## src/rtl/fetch_stage.sv

```systemverilog
// Instruction fetch stage: owns the PC, drives the I-cache req/ready handshake and the IF/ID register.
// Optional FETCH_PERF_EN adds saturating fetched / miss-cycle / killed-completion counters.
module fetch_stage #(
  parameter logic [31:0] RESET_PC  = 32'h0000_0000,
  parameter logic [31:0] NOP_INSTR = 32'h0000_0013
) (
  input  logic        clk,
  input  logic        rst,
  input  logic        stall_i,
  input  logic        redirect_i,
  input  logic [31:0] redirect_pc_i,
  output logic        imem_req_o,
  output logic [31:0] imem_addr_o,
  input  logic        imem_ready_i,
  input  logic [31:0] imem_rdata_i,
  output logic [31:0] instr_o,
  output logic [31:0] pc_o,
  output logic [31:0] pc_plus4_o,
  output logic        valid_o
`ifdef FETCH_PERF_EN
  ,
  output logic [31:0] perf_fetched_o,
  output logic [31:0] perf_miss_cycles_o,
  output logic [31:0] perf_kill_o
`endif
);

  // state   | meaning
  // S_FETCH | idle or issuing at r_pc; a hit completes in the issue cycle
  // S_WAIT  | miss outstanding at r_pc; result goes to IF/ID or the hold register
  // S_KILL  | miss outstanding after a redirect; result dropped, then r_pc <= r_target
  typedef enum logic [1:0] {S_FETCH = 2'd0, S_WAIT = 2'd1, S_KILL = 2'd2} state_t;

  state_t      r_state;
  logic [31:0] r_pc;
  logic [31:0] r_instr;
  logic [31:0] r_pc_o;
  logic [31:0] r_hold_data;
  logic [31:0] r_target;
  logic        r_valid;
  logic        r_hold_valid;

  logic        w_can_accept;
  logic        w_req;
  logic        w_done;
  logic        w_load;
  logic [31:0] w_load_data;
  logic [31:0] w_redirect_pc;

  assign w_can_accept  = !r_valid || !stall_i;
  assign w_redirect_pc = redirect_pc_i & 32'hFFFF_FFFC;
  assign w_done        = w_req && imem_ready_i;

  // Once issued, the request stays up until ready, whatever stall/redirect do.
  always_comb begin
    w_req = 1'b0;
    if (!rst) begin
      if (r_state == S_FETCH) w_req = w_can_accept && !redirect_i && !r_hold_valid;
      else                    w_req = 1'b1;
    end
  end

  always_comb begin
    w_load      = 1'b0;
    w_load_data = imem_rdata_i;
    if (!rst && !redirect_i) begin
      case (r_state)
        S_FETCH: begin
          if (r_hold_valid) begin
            w_load      = !stall_i;
            w_load_data = r_hold_data;
          end else begin
            w_load = w_done;
          end
        end
        S_WAIT:  w_load = imem_ready_i && w_can_accept;
        default: w_load = 1'b0;
      endcase
    end
  end

  always_ff @(posedge clk) begin
    if (rst) begin
      r_state      <= S_FETCH;
      r_pc         <= RESET_PC;
      r_instr      <= NOP_INSTR;
      r_pc_o       <= RESET_PC;
      r_hold_data  <= NOP_INSTR;
      r_target     <= RESET_PC;
      r_valid      <= 1'b0;
      r_hold_valid <= 1'b0;
    end else begin
      if (w_load) begin
        r_instr <= w_load_data;
        r_pc_o  <= r_pc;
        r_valid <= 1'b1;
        r_pc    <= r_pc + 32'd4;
      end
      if (redirect_i) begin
        r_valid      <= 1'b0;
        r_hold_valid <= 1'b0;
        if (r_state != S_FETCH && !imem_ready_i) begin
          r_target <= w_redirect_pc;
          r_state  <= S_KILL;
        end else begin
          r_pc    <= w_redirect_pc;
          r_state <= S_FETCH;
        end
      end else begin
        case (r_state)
          S_FETCH: begin
            // A miss issue leaves IF/ID alone; WAIT drains it on the next unstalled cycle.
            if (r_hold_valid && !stall_i) r_hold_valid <= 1'b0;
            else if (w_req && !imem_ready_i) r_state <= S_WAIT;
          end
          S_WAIT: begin
            if (imem_ready_i) begin
              r_state <= S_FETCH;
              if (!w_can_accept) begin
                r_hold_data  <= imem_rdata_i;
                r_hold_valid <= 1'b1;
              end
            end else if (!stall_i) begin
              r_valid <= 1'b0;
            end
          end
          S_KILL: begin
            if (imem_ready_i) begin
              r_pc    <= r_target;
              r_state <= S_FETCH;
            end
          end
          default: r_state <= S_FETCH;
        endcase
      end
    end
  end

  assign imem_req_o  = w_req;
  assign imem_addr_o = r_pc;
  assign instr_o     = r_valid ? r_instr : NOP_INSTR;
  assign pc_o        = r_pc_o;
  assign pc_plus4_o  = r_pc_o + 32'd4;
  assign valid_o     = r_valid;

`ifdef FETCH_PERF_EN
  logic [31:0] r_perf_fetched;
  logic [31:0] r_perf_miss;
  logic [31:0] r_perf_kill;
  logic        w_kill_done;

  assign w_kill_done = w_done && (redirect_i || r_state == S_KILL);

  always_ff @(posedge clk) begin
    if (rst) begin
      r_perf_fetched <= 32'd0;
      r_perf_miss    <= 32'd0;
      r_perf_kill    <= 32'd0;
    end else begin
      if (w_load && r_perf_fetched != 32'hFFFF_FFFF) r_perf_fetched <= r_perf_fetched + 32'd1;
      if (r_state != S_FETCH && r_perf_miss != 32'hFFFF_FFFF) r_perf_miss <= r_perf_miss + 32'd1;
      if (w_kill_done && r_perf_kill != 32'hFFFF_FFFF) r_perf_kill <= r_perf_kill + 32'd1;
    end
  end

  assign perf_fetched_o     = r_perf_fetched;
  assign perf_miss_cycles_o = r_perf_miss;
  assign perf_kill_o        = r_perf_kill;
`endif

endmodule
```

## config.mk

```make
export PLATFORM = sky130hd
export DESIGN_NAME = fetch_stage
export DESIGN_NICKNAME = d
export VERILOG_FILES = /design/src/rtl/fetch_stage.sv
export SDC_FILE = /design/constraint.sdc
export NUM_CORES = 1
export LEC_CHECK = 0
export CAP_MARGIN = 10
export CORE_MARGIN = 2
export CORE_UTILIZATION = 63
export CTS_CLUSTER_SIZE = 40
export DETAILED_ROUTE_END_ITERATION = 8
export DONT_BUFFER_PORTS = 1
export PLACE_DENSITY = 0.77
export SLEW_MARGIN = 20
export SYNTH_ARGS = -nofsm -noshare
export SYNTH_HDL_FRONTEND = slang
export SYNTH_SLANG_ARGS = --single-unit
export TNS_END_PERCENT = 10
```

## constraint.sdc

```tcl
create_clock -name clk -period 2.85 [get_ports clk]
set_clock_uncertainty 0.05 [all_clocks]
set_input_delay 0.285 -clock clk [delete_from_list [all_inputs] [get_ports clk]]
set_output_delay 0.285 -clock clk [all_outputs]
set_load 0.01 [all_outputs]
```

# Word-level counts from Yosys, hierarchy flattened
# Cells that the tools add are included.
# classes
n_bitwise	2
n_div	0
mul	0
n_lt_le_gt_ge	0
reduce_logical	24
n_eq_ne	8
shifts	0
add_sub_neg	2
n_mux	28
# op_table
op	count
32-bit 2-to-1 mux	9
32-bit by 3-bit adder with 32-bit output (second input constant)	2
1-bit 2-to-1 mux	11
2-bit 2-to-1 mux	5
1-bit logical AND	8
4-bit AND reduction	2
1-bit zero test	6
2-bit inequality test (second input constant)	2
1-bit one-hot mux with 2 select lines	2
2-bit one-hot mux with 2 select lines	1
2-bit nonzero test	2
2-bit OR reduction	2
3-bit by 1-bit inequality test with 1-bit output (second input constant)	1
3-bit by 2-bit inequality test with 1-bit output (second input constant)	1
3-bit inequality test (second input constant)	1
3-bit AND reduction	1
2-bit by 1-bit equality test with 1-bit output (second input constant)	1
2-bit equality test (second input constant)	1
2-bit zero test	1
2-bit by 1-bit inequality test with 1-bit output (second input constant)	1
1-bit NOT	2
2-bit AND reduction	1
1-bit logical OR	1
# totals
reg_bits	162
mem_bits_ro	0
latch_bits	0
output_inout_bits	130
ramBits	0
n_memories	0

# Logic depth before layout (Yosys ltp)
# Gate-level depths: netlist (run 1).
# logic_depth
word_depth	14
depth_mapped	10

# Least setup slack after synthesis (run 1)
# OpenSTA, ideal clock, no wires.
# synth_timing
kind	reg-to-reg
startpoint	reg r_state[0]
endpoint	reg r_instr[21]
path_buffers	4
slack_ns	0.485
stages_incl_launch_ff	11
setup_ns	0.134
period_less_slack_ns	2.365
t_arrival_ns	2.181
path_cell_list	dfxtp_1 -> inv_1 -> ha_1 -> buf_2 -> or4b_4 -> o211ai_4 -> and2_1 -> buf_2 -> buf_2 -> buf_2 -> a211oi_1
# synth_between
elab_chain_len	7
# synth_rtl
item	line_no	rtl
from (decl)	34	state_t r_state;
from (signal assigned)	84	r_state <= S_FETCH;
from (signal assigned)	104	r_state <= S_KILL;
from (signal assigned)	107	r_state <= S_FETCH;
2-bit zero test	58, 67	
1-bit 2-to-1 mux	58	if (r_state == S_FETCH) w_req = w_can_accept && !redirect_i && !r_hold_valid;
1-bit 2-to-1 mux	57	if (!rst) begin
1-bit logical AND	52	assign w_done = w_req && imem_ready_i;
1-bit 2-to-1 mux	69	if (r_hold_valid) begin
1-bit one-hot mux with 2 select lines	67	case (r_state)
1-bit 2-to-1 mux	66	if (!rst && !redirect_i) begin
to (signal assigned)	94	r_instr <= w_load_data;
to (decl)	36	logic [31:0] r_instr;
# Several ways; a longest one is shown, not always the timed one.
# A chain may end at the register's enable or synchronous reset.

# Worst setup path after layout (run 1)
# layout_timing
startpoint	reg r_state[0]
endpoint	reg r_instr[3]
# The elaborated chain is that of the path after synthesis.

==> impl_metrics.csv, run 1 <==
group,metric,value,unit
timing,hold_viol,0,
yosys,yosysTopAreaCell,"dfxtp_1",
drt,route.detailed.drc,0,
yosys,syn_inst,936,
critical_path,r2r_start,"r_state[0]",
global_route,grt_pass1_wl,33700,microns
clock_network,clockBufferDepth,2,
die,die_y,113,microns
critical_path,cp_data_required_time,3.17,ns
die,die_x,113,microns
yosys,ys_seq_area_share,42.5,%
yosys,synth-seq-cells,158,
die,die_area,12700,sq um
power_and_ir_drop,irDropWorstVdd,0.000476,V
min_path,hold_path_class,"input pin to flop",
cells_and_area,fillerInstances,815,
cells_and_area,fin_area,8800,sq um
critical_path,worst-path-max-fanout,18,
yosys,synth_top_area_share,42.5,%
cells_and_area,area_growth,18.2,%
placed_design,port_buffers,0,
timing,setup_ws,0.159,ns
placed_design,place_ws,0.398,ns
clock_network,worstSkewPairLatency,0.43,ns
timing,finalCriticalPeriod,2.69,ns
drt,detail-route-antenna-nets,0,
run_status,status,"completed",
global_route,grt_overflow,0,
min_path,worstHoldStart,"redirect_i",
critical_path,critPathArrivalTime,3.01,ns
die,num_io_pins,199,
timing,setup_violations,0,
cells_and_area,final_cells,1130,
timing,slew_viol_final,0,
cells_and_area,n_antenna_cell,0,
clock_network,h-tree-depth,4,
cells_and_area,multi_input_area,4000,sq um
global_route,grt_start_max_net_pins,138,
yosys,synth.area.top_cells,"dfxtp_1, nand2_1, a21oi_1",
clock_network,numCtsBuffers,17,
critical_path,cp-end-kind,"flop",
critical_path,critPathKind,"flop to flop",
timing,slew_headroom,53.6,%
drt,routed_via_density,6.14,
yosys,yosysMostFrequentCell,"nand2_1",
yosys,syn-cell-area,7450,sq um
job,cap_violations,0,
critical_path,start_kind,"flop",
clock_network,clkSinkCount,158,
drt,first_iter_violations,636,
timing,rsz0062_at_grt,"no",
yosys,avgSynthCellArea,7.96,sq um
placed_design,numPlacedInstances,1033,
yosys,synth_cell_types,44,
power_and_ir_drop,p_per_area,572,nW/um^2
clock_network,root_buffer,"clkbuf_16",
placed_design,gp_congestion,0.927,
timing,fin_crit_sh,94.4,%
timing,tightest_slew,0.696,ns
power_and_ir_drop,p_leak,2.98,nW
drt,drt_first_pass_iters,6,
cells_and_area,regArea,3160,sq um
yosys,yosys_warnings,0,
clock_network,clkTransAtPathRegs,0.06,ns
timing,fin_worst_hold_slack,0.0288,ns
cells_and_area,finalNetCount,1050,
yosys,synthTopCellsByCount,"nand2_1, dfxtp_1, a21oi_1, nor2_1, clkbuf_1",
placed_design,hpwl,13300,microns
timing,setup-tns-final,0,ns
drt,wl_per_cell,18.7,microns
global_route,track_usage,33.1,%
yosys,synth_edf_count,0,
yosys,async_flop_share,0,%
yosys,ys.flop_type,"dfxtp_1",
die,start_util,65.0,%
global_route,antenna_found_initial,0,
timing,fmax,372,MHz
drt,vias,6941,
die,core,11500,sq um
global_route,grt_pass1_vias,6790,
die,num_rows,39,
clock_network,cts_tree,"yes",
drt,drt_wl_total,21100,microns
placed_design,place_area,7510,sq um
critical_path,crit_start,"r_state[0]",
cells_and_area,layout-drive-gt1-share,6.08,%
final timing paths:
kind	end	cells past startpoint	slack (ns)
worst max-delay path	r_instr[3]	8	0.16
worst min-delay path	r_hold_valid	2	0.03
worst max register to register	r_instr[3]	8	0.16
worst min register to register	r_target[23]	2	0.40
per-stage QoR:
step	power (mW)	utilization (%)
floorplan	2.62	-
global placement	2.65	65.5
detailed placement	2.66	65.5
CTS	5.04	76.5
global route	5.18	76.8
finish	5.04	76.8
cells by family after synthesis:
kind of cell	synth area share, %
AO/OA/AOI/OAI	17.3
XOR/XNOR	6.70
adder cells (fa/ha/maj)	0.840
buffers and inverters	4.55
flip-flops	42.5
multiplexers	4.43
other	0.0503
AND/OR/NAND/NOR	23.6
timing repair:
action                     4_1_cts  5_1_grt
hold buffers                    65        0
setup endpoints to repair        0        6
hold endpoints to repair       156        0
buffers inserted                 0        2
resized for setup                0        3
report_power, final:
group	total, mW	internal, mW	switching (mW)
logic	0.364	0.162	0.202
clock network	2.31	1.45	0.853
registers	2.36	2.27	0.0925
metal layers:
layer	routed length, microns	vias to the layer above	part of all wire (%)	global-route usage, %
li1	-	3287	-	-
met1	8750	3268	41	42.5
met2	9950	349	47	53.1
met3	2020	37	9.5	9.05
met4	435	0	2.1	13.3
met5	0	-	0	0
area by class of cell:
type / instances / share of cell area, %
Multi-Input combinational cell: 704 / 45.4
Tap cell: 143 / 2.03
Timing Repair Buffer: 85 / 9.44
Inverter: 10 / 0.426
Sequential cell: 158 / 35.9
Clock inverter: 7 / 1.25
Clock buffer: 23 / 5.54
registers in the layout (all words and copies together) (netlist names):
register,flops
r_hold_data,32
pc_o,30
r_target,30
r_hold_valid,1
r_instr,32
valid_o,1
r_state,2
imem_addr_o,30
placed cells by master, fill, tap and decap left out, types with 5 or more instances in the layout:
master	Yosys	routed
a22oi_1	25	25
dlygate4sd3_1	0	64
nand3_1	22	22
buf_4	6	19
nand3b_1	5	5
ha_1	5	5
nor2_1	67	65
o21ai_0	23	23
a21oi_1	93	93
and2_1	33	32
inv_1	10	10
mux2i_1	33	33
nand4_1	13	13
clkbuf_16	0	17
and4_1	8	8
o22ai_1	19	19
a211oi_1	33	33
and3_1	11	10
nand2_1	215	215
conb_1	1	6
nor3_1	8	6
xnor2_1	40	40
xor2_1	17	17
dfxtp_1	158	158
worst max-delay path, stage by stage (launching register included):
cell and delay [ns]:
dfxtp_1 0.31, inv_1 0.10, ha_1 0.17, or4b_4 0.48
o211ai_4 0.31, and2_4 0.35, nor2_1 0.07, a211oi_1 0.23
dlygate4sd3_1 0.58
Note: power is estimated with default switching activity, not from simulation.
==> inputs of run 2 (changes only) <==
--- a/config.mk
+++ b/config.mk
@@ -7,11 +7,12 @@
 export LEC_CHECK = 0
 export CAP_MARGIN = 10
 export CORE_MARGIN = 2
-export CORE_UTILIZATION = 63
+export CORE_UTILIZATION = 50
 export CTS_CLUSTER_SIZE = 40
 export DETAILED_ROUTE_END_ITERATION = 8
 export DONT_BUFFER_PORTS = 1
-export PLACE_DENSITY = 0.77
+export PLACE_DENSITY = 0.63
+export RECOVER_POWER = 25
 export SLEW_MARGIN = 20
 export SYNTH_ARGS = -nofsm -noshare
 export SYNTH_HDL_FRONTEND = slang
==> run 2 against run 1 <==
First-iteration DRC count decreased by 28%. Routed wire length decreased by 2.6%. Register-to-register slack improved by 0.09 ns. Cell count increased by 3.5%. Maximum frequency increased by 2.5%. Hold slack got worse by 0.0035 ns. Critical path depth decreased by 2. Setup slack improved by 0.065 ns. Sequential cell count unchanged. Final area increased by 0.28%. Critical endpoint is now pc_plus4_o[30]. Largest cell class unchanged. Highest routed layer unchanged.
==> impl_metrics.csv, run 2 (same netlist as run 1, synthesis figures left out) <==
group,metric,value,unit
die,die_x,126,microns
critical_path,cp-end-kind,"primary output",
timing,slew_viol_final,0,
clock_network,h-tree-depth,4,
clock_network,root_buffer,"clkbuf_16",
global_route,grt_pass1_vias,6475,
drt,detail-route-antenna-nets,0,
placed_design,gp_congestion,0.858,
die,core,14500,sq um
placed_design,port_buffers,0,
power_and_ir_drop,irDropWorstVdd,0.000350,V
min_path,hold_path_class,"input pin to flop",
cells_and_area,mostFrequentLayoutCells,"nand2_1, dfxtp_1, a21oi_1",
cells_and_area,final_cells,1169,
global_route,track_usage,25.8,%
timing,setup-tns-final,0,ns
timing,finalCriticalPeriod,2.63,ns
clock_network,clkSinkCount,158,
clock_network,cts_tree,"yes",
cells_and_area,layout-drive-gt1-share,5.99,%
cells_and_area,n_antenna_cell,0,
die,die_y,126,microns
drt,routed_via_density,5.77,
global_route,grt_overflow,0,
cells_and_area,layout_commonest_cell,"nand2_1",
run_status,status,"completed",
critical_path,cp_num_buf_inv,0,
timing,rsz0062_at_grt,"no",
cells_and_area,finalNetCount,1047,
drt,drt_wl_total,20600,microns
critical_path,critical_path.top_delay_family,"simple AND/OR/NAND/NOR gates",
clock_network,worstSkewPairLatency,0.42,ns
job,cap_violations,0,
critical_path,path_cells,"nand4_1 > nor2_1 > nand3_1 > nor3_1 > nand2_1 > xnor2_1",
global_route,grt_start_max_net_pins,138,
timing,hold_viol,0,
clock_network,clockBufferDepth,2,
cells_and_area,largest_registers,"r_hold_data x32, r_instr x32",
drt,drt_first_pass_iters,5,
timing,slew_headroom,31.4,%
placed_design,numPlacedInstances,1073,
placed_design,hpwl,13700,microns
drt,first_iter_violations,461,
global_route,antenna_found_initial,0,
critical_path,critPathKind,"flop to primary output",
drt,wl_per_cell,17.6,microns
critical_path,critPathArrivalTime,2.29,ns
die,num_io_pins,199,
timing,setup_violations,0,
critical_path,start_kind,"flop",
clock_network,clkTransAtPathRegs,0.06,ns
timing,tightest_slew,1.02,ns
critical_path,slowest_delay,0.55,ns
global_route,grt_pass1_wl,33000,microns
cells_and_area,final_util,60.7,%
drt,route.detailed.drc,0,
critical_path,cp_data_required_time,2.52,ns
critical_path,worst-path-max-fanout,8,
drt,vias,6740,
critical_path,crit_slowest_cell,"dfxtp_1",
clock_network,numCtsBuffers,17,
power_and_ir_drop,p_leak,2.96,nW
die,start_util,51.3,%
die,die_area,15900,sq um
power_and_ir_drop,p_per_area,572,nW/um^2
cells_and_area,area_growth,18.5,%
timing,fmax,381,MHz
die,num_rows,44,
timing,fin_crit_sh,92.2,%
-- run 2: cell count changes in the layout (fill, tap and decap cells not counted), moves of 2 or more --
cell,delta
buf_4,-3
and2_1,-3
clkinv_4,+2
and2_0,+3
-- run 2: final cells by class --
class	count	area, sq um
Inverter	10	37.5
Fill cell	1242	5710
Clock buffer	20	467
Tap cell	184	230
Clock inverter	11	140
Timing Repair Buffer	82	802
Multi-Input combinational cell	704	3990
Sequential cell	158	3160
-- run 2: final timing paths --
check,from,end,slack [ns],depth (start not counted)
worst min-delay path,redirect_i,r_hold_valid,0.03,2
worst max register to register,valid_o,r_hold_data[2],0.25,6
worst max-delay path,pc_o[13],pc_plus4_o[30],0.22,6
worst min register to register,r_target[27],r_target[27],0.40,2
-- run 2: worst register-to-register path, stage by stage, from the launching register on --
cell,delay [ns]
dfxtp_1,0.33
buf_4,0.34
nand2_1,0.16
or3_2,0.79
nand2_1,0.17
a21oi_1,0.08
dlygate4sd3_1,0.57
-- run 2: what timing repair did --
| action | in CTS | in global routing |
|---|---|---|
| endpoints found under the setup margin | 4 | 5 |
| hold buffers | 64 | 0 |
| endpoints found under the hold margin | 157 | 0 |
| gates resized for setup | 1 | 1 |
| setup buffers | 0 | 1 |
-- run 2: where the power goes --
part | total (mW) | switching, mW | internal [mW]
logic | 0.349 | 0.192 | 0.158
registers | 2.37 | 0.0995 | 2.27
clock network | 2.33 | 0.892 | 1.44
total | 5.05 | 1.18 | 3.87
-- run 2: per-layer routing --
metal | vias to the layer above | wire length (microns) | track usage [%]
met4 | 0 | 426 | 9.63
li1 | 3276 | - | -
met2 | 271 | 9470 | 41.0
met3 | 38 | 1580 | 6.16
met5 | - | 0 | 0
met1 | 3155 | 9130 | 34.2
-- run 2: through the flow --
step / setup slack, ns / cell area, sq um / power, mW / hold WS, ns
floorplan: 0.485 / 7470 / 2.62 / 0.359
global placement: 0.446 / 7550 / 2.66 / 0.317
detailed placement: 0.358 / 7550 / 2.67 / 0.318
CTS: 0.0479 / 8820 / 5.08 / 0.0106
global route: 0.0272 / 8830 / 5.22 / 0.0197
finish: 0.223 / 8830 / 5.05 / 0.0253
==> inputs of run 3 (changes only) <==
--- a/config.mk
+++ b/config.mk
@@ -11,6 +11,8 @@
 export CTS_CLUSTER_SIZE = 40
 export DETAILED_ROUTE_END_ITERATION = 8
 export DONT_BUFFER_PORTS = 1
+export GPL_ROUTABILITY_DRIVEN = 0
+export MAX_ROUTING_LAYER = met4
 export PLACE_DENSITY = 0.63
 export RECOVER_POWER = 25
 export SLEW_MARGIN = 20
==> run 3 against run 2 <==
Sequential cell count is the same. Non-clock buffer count unchanged. Sequential power hardly changed. Setup slack hardly changed. Clock-buffer cell count unchanged. Combinational power is essentially flat. Sequential share of layout area did not move. Clock power about the same. Hold slack gained 0.0026 ns. Critical path type unchanged. Critical endpoint is now pc_plus4_o[25].
==> impl_metrics.csv, run 3 (same netlist as run 1, synthesis figures left out) <==
group,metric,value,unit
timing,setup_violations,0,
die,die_y,126,microns
critical_path,worst-path-max-fanout,7,
power_and_ir_drop,intPower,3.87,mW
timing,hold_viol,0,
global_route,grt_pass1_vias,6502,
power_and_ir_drop,irDropWorstVdd,0.000351,V
global_route,met1_usage,34.7,%
timing,slew_viol_final,0,
critical_path,cp_data_required_time,2.52,ns
critical_path,critPathKind,"flop to primary output",
timing,rsz0062_at_grt,"no",
global_route,track_usage,26.6,%
cells_and_area,multi_input_area,3990,sq um
clock_network,h-tree-depth,4,
critical_path,path_cells,"and4_1 > and3_1 > nand4_1 > nor2_4 > nand3_1 > xnor2_1",
clock_network,root_buffer,"clkbuf_16",
drt,vias,6759,
timing,fmax,381,MHz
clock_network,clkTransAtPathRegs,0.06,ns
critical_path,critPathArrivalTime,2.29,ns
drt,drt_wl_total,20700,microns
min_path,hold_path_class,"input pin to flop",
drt,first_iter_violations,461,
run_status,status,"completed",
placed_design,hpwl,13700,microns
placed_design,port_buffers,0,
critical_path,critical_path.top_delay_family,"simple AND/OR/NAND/NOR gates",
timing,slew_headroom,31.6,%
global_route,grt_start_max_net_pins,138,
power_and_ir_drop,power.share.sequential,47.0,%
timing,setup-tns-final,0,ns
job,cap_violations,0,
critical_path,cp_num_buf_inv,0,
drt,wl_per_cell,17.7,microns
clock_network,clockBufferDepth,2,
critical_path,cp-end-kind,"primary output",
clock_network,numCtsBuffers,17,
power_and_ir_drop,p_leak,2.96,nW
drt,detail-route-antenna-nets,0,
global_route,busiest_layer,"met2",
clock_network,worstSkewPairLatency,0.42,ns
power_and_ir_drop,power.total,5.05,mW
min_path,holdPathStages,3,
critical_path,crit_slowest_cell,"dfxtp_1",
power_and_ir_drop,swShare,23.4,%
drt,route.detailed.drc,0,
cells_and_area,n_antenna_cell,0,
die,num_io_pins,199,
die,die_x,126,microns
critical_path,reg2reg_depth,6,
power_and_ir_drop,p_clk_share,46.1,%
cells_and_area,regArea,3160,sq um
timing,tightest_slew,1.02,ns
critical_path,cp.depth,6,
die,die_area,15900,sq um
clock_network,clkSinkCount,158,
power_and_ir_drop,p_per_area,572,nW/um^2
global_route,grt_overflow,0,
global_route,grt_pass1_wl,33000,microns
cells_and_area,layout-drive-gt1-share,5.99,%
drt,routed_via_density,5.78,
cells_and_area,largest_registers,"r_hold_data x32, r_instr x32",
cells_and_area,finalNetCount,1047,
die,start_util,51.3,%
global_route,antenna_found_initial,0,
drt,drt_first_pass_iters,5,
die,num_rows,44,
cells_and_area,fillerInstances,1242,
timing,finalCriticalPeriod,2.63,ns
die,core,14500,sq um
cells_and_area,layout_commonest_cell,"nand2_1",
cells_and_area,mostFrequentLayoutCells,"nand2_1, dfxtp_1, a21oi_1",
cells_and_area,area_growth,18.5,%
power_and_ir_drop,p_comb_share,6.9,%
global_route,use_met2,40.9,%
critical_path,slowest_delay,0.49,ns
clock_network,cts_tree,"yes",
global_route,grt_use_met3,5.44,%
timing,fin_crit_sh,92.2,%
timing,fin_worst_hold_slack,0.0279,ns
critical_path,start_kind,"flop",
power_and_ir_drop,p_switching,1.18,mW
==> run 3: cell counts in the layout (fill, tap and decap cells not counted) <==
No cell type changed its count.
==> run 3: routing by layer <==
layer / vias up / part of all wire [%]
met5: - / 0
met4: 0 / 2.1
met3: 42 / 7.5
met2: 274 / 46
met1: 3160 / 45
li1: 3283 / -
==> run 3: path summary, 6_finish.rpt <==
path | start | endpoint | slack (ns)
max | pc_o[4] | pc_plus4_o[25] | 0.22
min reg2reg | r_hold_data[26] | r_hold_data[26] | 0.40
min | imem_ready_i | r_state[1] | 0.03
max reg2reg | valid_o | r_hold_data[2] | 0.26
==> run 3: per-stage QoR <==
| stage | std cells | instance area [sq um] | utilization [%] | setup slack [ns] |
|---|---|---|---|---|
| 5_1_grt | 1169 | 8830 | 60.7 | 0.0272 |
| 3_5_place_dp | 1073 | 7550 | 52.0 | 0.358 |
| 2_1_floorplan | 941 | 7470 | - | 0.485 |
| 6_report | 1169 | 8830 | 60.7 | 0.223 |
| 3_3_place_gp | 1073 | 7550 | 52.0 | 0.446 |
| 4_1_cts | 1168 | 8820 | 60.7 | 0.0479 |
==> run 3: worst reg2reg max path, cell delays in order, from the launching register on <==
cell and delay, ns:
dfxtp_1 0.33, buf_4 0.34, nand2_1 0.16, or3_2 0.79, nand2_1 0.17, a21oi_1 0.08
dlygate4sd3_1 0.57
==> run 3: layout make-up <==
type	instances	area share, %
Multi-Input combinational cell	704	45.2
Sequential cell	158	35.8
Tap cell	184	2.61
Clock buffer	20	5.29
Inverter	10	0.425
Clock inverter	11	1.59
Timing Repair Buffer	82	9.08
==> run 3: power groups by stage <==
stage / logic (mW) / registers [mW] / clock network (mW)
after floorplan: 0.233 / 2.38 / 0
after detailed placement: 0.249 / 2.42 / 0
after global placement: 0.242 / 2.41 / 0
final: 0.350 / 2.37 / 2.33
after global routing: 0.386 / 2.38 / 2.46
after CTS: 0.348 / 2.37 / 2.36
==> run 3: repair_timing <==
item / CTS / global route
setup endpoints to repair: 4 / 5
pin swaps: 0 / 0
resized for setup: 1 / 1
buffers inserted: 0 / 1
endpoints found under the hold margin: 157 / 0
hold buffers: 64 / 0
